===== config.mk =====
export PLATFORM = sky130hd
export DESIGN_NAME = ps2_kbd_rx
export DESIGN_NICKNAME = d
export VERILOG_FILES = /design/src/rtl/ps2_pkg.sv /design/src/rtl/ps2_fifo.sv /design/src/rtl/ps2_kbd_rx.sv
export SDC_FILE = /design/constraint.sdc
export NUM_CORES = 1
export LEC_CHECK = 0
export CORE_AREA = 2 2 160 84
export CTS_CLUSTER_DIAMETER = 200
export DETAILED_ROUTE_END_ITERATION = 6
export DIE_AREA = 0 0 162 86
export HOLD_SLACK_MARGIN = 0.1
export PLACE_DENSITY_LB_ADDON = 0.05
export RECOVER_POWER = 25
export SYNTH_ARGS = -nofsm -noshare
export SYNTH_HDL_FRONTEND = slang
export SYNTH_SLANG_ARGS = --single-unit

===== constraint.sdc =====
create_clock -name clk -period 2.75 [get_ports clk]
set_input_delay 0.275 -clock clk [delete_from_list [all_inputs] [get_ports clk]]
set_output_delay 0.275 -clock clk [all_outputs]
set_load 0.01 [all_outputs]

===== src/rtl/ps2_pkg.sv =====
// Shared types and constants for the PS/2 keyboard receiver.
package ps2_pkg;

    typedef enum logic [1:0] {
        ST_IDLE   = 2'd0,
        ST_DATA   = 2'd1,
        ST_PARITY = 2'd2,
        ST_STOP   = 2'd3
    } ps2_state_e;

    localparam logic [7:0] PS2_BREAK = 8'hF0;
    localparam logic [7:0] PS2_EXT   = 8'hE0;
    localparam logic [7:0] PS2_ACK   = 8'hFA;

    // Occupancy counter must represent 0..depth inclusive.
    function automatic int ps2_cnt_w(input int depth);
        return $clog2(depth) + 1;
    endfunction

endpackage


===== src/rtl/ps2_fifo.sv =====
// Synchronous first-word-fall-through FIFO for received scan codes.
module ps2_fifo #(
    parameter int DEPTH = 8,
    parameter int WIDTH = 8
) (
    input  logic                     clk,
    input  logic                     rst,
    input  logic                     push,
    input  logic                     pop,
    input  logic [WIDTH-1:0]         wdata,
    output logic [WIDTH-1:0]         rdata,
    output logic                     full,
    output logic                     empty,
    output logic [$clog2(DEPTH):0]   count
);

    localparam int AW = $clog2(DEPTH);

    logic [WIDTH-1:0] mem_q [DEPTH];
    logic [AW-1:0]    wr_ptr_q;
    logic [AW-1:0]    rd_ptr_q;
    logic [AW:0]      count_q;
    logic             do_push;
    logic             do_pop;

    assign empty = (count_q == '0);
    assign full  = (count_q == (AW+1)'(DEPTH));

    // A pop frees a slot in the same cycle, so a full FIFO still takes a push alongside it.
    assign do_pop  = pop & ~empty;
    assign do_push = push & (~full | do_pop);

    always_ff @(posedge clk) begin
        if (rst) begin
            wr_ptr_q <= '0;
            rd_ptr_q <= '0;
            count_q  <= '0;
        end else begin
            if (do_push) wr_ptr_q <= wr_ptr_q + 1'b1;
            if (do_pop)  rd_ptr_q <= rd_ptr_q + 1'b1;
            case ({do_push, do_pop})
                2'b10:   count_q <= count_q + 1'b1;
                2'b01:   count_q <= count_q - 1'b1;
                default: count_q <= count_q;
            endcase
        end
    end

    always_ff @(posedge clk) begin
        if (do_push) mem_q[wr_ptr_q] <= wdata;
    end

    assign rdata = empty ? '0 : mem_q[rd_ptr_q];
    assign count = count_q;

endmodule


===== src/rtl/ps2_kbd_rx.sv =====
// PS/2 keyboard receiver: pin sync, frame deframing/checking, scan-code FIFO.
// Optional PS2_GLITCH_FILTER_EN adds a FILTER_LEN-sample debounce on the clock pin.
module ps2_kbd_rx
    import ps2_pkg::*;
#(
    parameter int FIFO_DEPTH  = 8,
    parameter int FILTER_LEN  = 8,
    parameter int TIMEOUT_CYC = 50000
) (
    input  logic                               clk,
    input  logic                               rst,
    input  logic                               PS2_clk,
    input  logic                               PS2_Data,
    input  logic                               ps2_rd,
    input  logic                               ovf_clr,
    output logic                               ps2_ready,
    output logic [7:0]                         key,
    output logic [31:0]                        key_d,
    output logic [ps2_cnt_w(FIFO_DEPTH)-1:0]   count,
    output logic                               frame_err,
    output logic                               overflow
);

    localparam int TW = $clog2(TIMEOUT_CYC + 1);

    logic clk_s1_q, clk_s2_q, dat_s1_q, dat_s2_q;
    logic fclk, fclk_prev_q, fall, din;

    always_ff @(posedge clk) begin
        if (rst) begin
            clk_s1_q    <= 1'b1;
            clk_s2_q    <= 1'b1;
            dat_s1_q    <= 1'b1;
            dat_s2_q    <= 1'b1;
            fclk_prev_q <= 1'b1;
        end else begin
            clk_s1_q    <= PS2_clk;
            clk_s2_q    <= clk_s1_q;
            dat_s1_q    <= PS2_Data;
            dat_s2_q    <= dat_s1_q;
            fclk_prev_q <= fclk;
        end
    end

`ifdef PS2_GLITCH_FILTER_EN
    localparam int FW = $clog2(FILTER_LEN + 1);
    logic          filt_q;
    logic [FW-1:0] filt_cnt_q;

    // Level flips only once FILTER_LEN consecutive samples disagree with it.
    always_ff @(posedge clk) begin
        if (rst) begin
            filt_q     <= 1'b1;
            filt_cnt_q <= '0;
        end else if (clk_s2_q == filt_q) begin
            filt_cnt_q <= '0;
        end else if (filt_cnt_q == FW'(FILTER_LEN - 1)) begin
            filt_q     <= clk_s2_q;
            filt_cnt_q <= '0;
        end else begin
            filt_cnt_q <= filt_cnt_q + 1'b1;
        end
    end
    assign fclk = filt_q;
`else
    assign fclk = clk_s2_q;
`endif

    assign fall = fclk_prev_q & ~fclk;
    assign din  = dat_s2_q;

    ps2_state_e    state_q, state_d;
    logic [2:0]    bitcnt_q, bitcnt_d;
    logic [7:0]    shreg_q, shreg_d;
    logic          par_q, par_d;
    logic [TW-1:0] to_cnt_q, to_cnt_d;
    logic [7:0]    code_q, code_d;
    logic          push_q, push_d;
    logic          err_d;
    logic          frame_err_q;
    logic          overflow_q;
    logic [31:0]   key_d_q;
    logic          fifo_full, fifo_empty, drop;

    always_comb begin
        state_d  = state_q;
        bitcnt_d = bitcnt_q;
        shreg_d  = shreg_q;
        par_d    = par_q;
        code_d   = code_q;
        push_d   = 1'b0;
        err_d    = 1'b0;
        to_cnt_d = (fall || state_q == ST_IDLE) ? '0 : to_cnt_q + 1'b1;
        if (fall) begin
            case (state_q)
                ST_IDLE: begin
                    if (!din) begin
                        state_d  = ST_DATA;
                        bitcnt_d = 3'd0;
                    end
                end
                ST_DATA: begin
                    shreg_d  = {din, shreg_q[7:1]};
                    bitcnt_d = bitcnt_q + 1'b1;
                    if (bitcnt_q == 3'd7) state_d = ST_PARITY;
                end
                ST_PARITY: begin
                    par_d   = din;
                    state_d = ST_STOP;
                end
                ST_STOP: begin
                    if (din && (^{shreg_q, par_q})) begin
                        push_d = 1'b1;
                        code_d = shreg_q;
                    end else begin
                        err_d = 1'b1;
                    end
                    state_d = ST_IDLE;
                end
                default: state_d = ST_IDLE;
            endcase
        end else if (state_q != ST_IDLE && to_cnt_q == TW'(TIMEOUT_CYC - 1)) begin
            // Stalled keyboard: drop the partial frame so the next start bit resyncs.
            state_d = ST_IDLE;
            err_d   = 1'b1;
        end
    end

    assign drop = push_q & fifo_full & ~ps2_rd;

    always_ff @(posedge clk) begin
        if (rst) begin
            state_q     <= ST_IDLE;
            bitcnt_q    <= '0;
            shreg_q     <= '0;
            par_q       <= 1'b0;
            to_cnt_q    <= '0;
            code_q      <= '0;
            push_q      <= 1'b0;
            frame_err_q <= 1'b0;
            overflow_q  <= 1'b0;
            key_d_q     <= '0;
        end else begin
            state_q     <= state_d;
            bitcnt_q    <= bitcnt_d;
            shreg_q     <= shreg_d;
            par_q       <= par_d;
            to_cnt_q    <= to_cnt_d;
            code_q      <= code_d;
            push_q      <= push_d;
            frame_err_q <= err_d;
            if (drop)         overflow_q <= 1'b1;
            else if (ovf_clr) overflow_q <= 1'b0;
            // History records every valid code, even one the full FIFO drops.
            if (push_q)       key_d_q <= {key_d_q[23:0], code_q};
        end
    end

    ps2_fifo #(
        .DEPTH (FIFO_DEPTH),
        .WIDTH (8)
    ) u_fifo (
        .clk   (clk),
        .rst   (rst),
        .push  (push_q),
        .pop   (ps2_rd),
        .wdata (code_q),
        .rdata (key),
        .full  (fifo_full),
        .empty (fifo_empty),
        .count (count)
    );

    assign ps2_ready = ~fifo_empty;
    assign key_d     = key_d_q;
    assign frame_err = frame_err_q;
    assign overflow  = overflow_q;

endmodule


==> flow_summary.yaml <==
grt:
  grt_max_degree: 74
  grt-ovfl-total: 0
  grtUsageTotal_pct: 19.1
  grt_first_pass_wirelength_um: 19800
  antenna_found_initial: 0
  grt_pass1_vias: 3665
synth:
  synth_nets: 511
  postSynthCellCount: 493
  synthTopCellsByArea: "edfxtp_1, dfxtp_1, mux2i_1"
  yosysTopAreaCell: "edfxtp_1"
  synthXorXnorAreaFrac_pct: 3.92
  synth_seq_cells: 155
  syn_area_mm2: 0.00610
  synth_edf_count: 64
  yosysWarnings: 0
  yosysUniqueCellTypes: 41
  synthSimpleGateAreaFrac_pct: 12.5
  synth-compound-area-share_pct: 3.42
  synth_top_family_by_area: "multiplexers"
  syn_area_per_cell_um2: 12.4
  synth_top_cell_area_share_pct: 31.5
  yosysMostFrequentCell: "dfxtp_1"
  synth_commonest_cells: "dfxtp_1, nor2_1, edfxtp_1"
  ys_seq_area_share_pct: 61.3
  synthFlopType: "dfxtp_1"
  async_flop_share_pct: 0
  synth_mux_area_share_pct: 14.3
  synth_fa_ha_area_share_pct: 2.46
cts:
  clk_path_buf_depth: 2
  clock_sinks: 155
  cts_root_buf: "clkbuf_16"
  cts_buffers: 17
  cts_hold_buf: 0
  clk_pin_slew_ns: 0.06
  htreeDepth: 4
  clock_latency_ns: 0.42
  cts_tree: "built"
run_status:
  status: "finished, final reports clean"
cells_and_area:
  fin_area_mm2: 0.00747
  syn2layout_area_growth_pct: 22.4
  final-seq-area_mm2: 0.00374
  multi_input_area_mm2: 0.00224
  diodes: 0
  fillers: 1008
  layout-drive-gt1-share_pct: 12.6
  layout.core_utilization_pct: 60.2
  finalNetCount: 575
min_path:
  hold_class: "reg -> reg"
  hold_path_depth: 1
power:
  p_leak_nw: 2.54
  p_total_w: 0.00478
  peakVddDrop_uv: 356
  powerDensity_mw_per_mm2: 641
routing:
  firstDrtPassIters: 4
  drc: 0
  drtIter0Drc: 297
  wl_per_cell_um: 16.7
  vias: 3826
  route.final.wire_length_um: 12300
  antenna_left: 0
  via_per_inst: 5.17
die:
  core_area_mm2: 0.0124
  die_h_um: 86
  ioPinCount: 53
  initial_utilization_pct: 49.2
  dieArea_mm2: 0.0139
  die_w_um: 162
  rows: 29
placement:
  pre_cts_ws_ns: 0.277
  hpwl_um: 8320
  io_buffers: 52
  gp_congestion: 0.779
  placed_area_mm2: 0.00687
worst_setup_path:
  worst_ep_required_time_ns: 2.48
  worstRegToRegCells: 9
  worstSetupPathType: "reg -> out"
  start_kind: "flop"
  arrival_ns: 2.27
  worstPathMaxFanout: 16
  cp-end-kind: "output pin"
sta:
  setup_tns_ns: 0
  rsz0062_at_grt: "no"
  finalSetupViolations: 0
  maxSlewHeadroom_pct: 3.35
  clock_skew_ns: 0.0108
  tightest_slew_ns: 1.45
  drv_slew: 0
  finalCritPeriodShare_pct: 92.6
  finalHoldViolCount: 0
  fin_ws_ns: 0.205
  min_period_ns: 2.55
  max_freq_ghz: 0.393
flow_run:
  maxCapViolations: 0
-- layout make-up --
| cell class | instances | share of cell area [%] |
|---|---|---|
| Timing Repair Buffer | 69 | 8.61 |
| Clock inverter | 13 | 2.26 |
| Sequential cell | 155 | 50.1 |
| Inverter | 8 | 0.402 |
| Clock buffer | 19 | 5.80 |
| Tap cell | 170 | 2.85 |
| Multi-Input combinational cell | 306 | 29.9 |
-- where the power goes --
group           total, W  leakage (nW)  internal (W)  switching (W)
sequential       0.00238          1.33       0.00238     0.00000177
combinational  0.0000318         0.934    0.00000964      0.0000222
clock            0.00237         0.282       0.00144       0.000938
total            0.00478          2.54       0.00382       0.000962
-- layout by cell type, fill, tap and decap left out, types with 16 or more instances in the layout --
master,n
mux4_2,16
nor2_1,81
clkdlybuf4s50_1,51
clkbuf_16,17
xor2_1,17
edfxtp_1,64
dfxtp_1,90
nand2_1,29
a21oi_1,24
mux2i_1,49
-- layer usage --
metal | up-vias | GRT usage [%] | part of all wire, %
met4 | 0 | 7.24 | 1.0
met2 | 82 | 25.2 | 40
met1 | 1859 | 29.7 | 53
met5 | - | 0 | 0
li1 | 1874 | - | -
met3 | 11 | 4.88 | 5.6
-- cells by family after synthesis --
| group | after synthesis |
|---|---|
| and+or+nand+nor | 165 |
| xor gates and xnor gates | 24 |
| adders and majority gates | 12 |
| DFF | 155 |
| buffers and inverters | 32 |
| muxes | 66 |
| AOI/OAI and AO/OA | 39 |
-- final timing paths --
check | slack, ns | start | end
worst max-delay path | 0.20 | flop | key[3]
worst min-delay path | 0.41 | clk_s1_q | clk_s2_q
worst max register to register | 0.43 | u_fifo.count[0] | u_fifo.count[3]
worst min register to register | 0.41 | clk_s1_q | clk_s2_q
-- worst max-delay path, stage by stage (launching register included) --
cell,delay [ns]
dfxtp_1,0.32
buf_6,0.25
mux4_2,0.59
mux2i_1,0.17
nor2_1,0.05
clkdlybuf4s50_1,0.47
-- state kept, by name, indices dropped and copies added (netlist names), named ones only --
name and count:
fclk_prev_q 1, par_q 1, u_fifo.mem_q 64, dat_s1_q 1, u_fifo.wr_ptr_q 3, code_q 8
frame_err 1, bitcnt_q 3, u_fifo.rd_ptr_q 3, dat_s2_q 1, shreg_q 8, push_q 1
u_fifo.count 4, key_d 32, clk_s1_q 1, overflow 1, to_cnt_q 16, state_q 2
clk_s2_q 1
-- stage by stage --
stage | std cells | hold WS, ns
6_report | 740 | 0.412
4_1_cts | 740 | 0.397
2_1_floorplan | 493 | 0.379
5_1_grt | 740 | 0.407
3_3_place_gp | 708 | 0.394
3_5_place_dp | 708 | 0.397
-- repair_timing --
action	4_1_cts	5_1_grt
gates resized for setup	0	1
buffers inserted	0	0
endpoints found under the setup margin	0	2
Power figures use the tool's default switching activity.
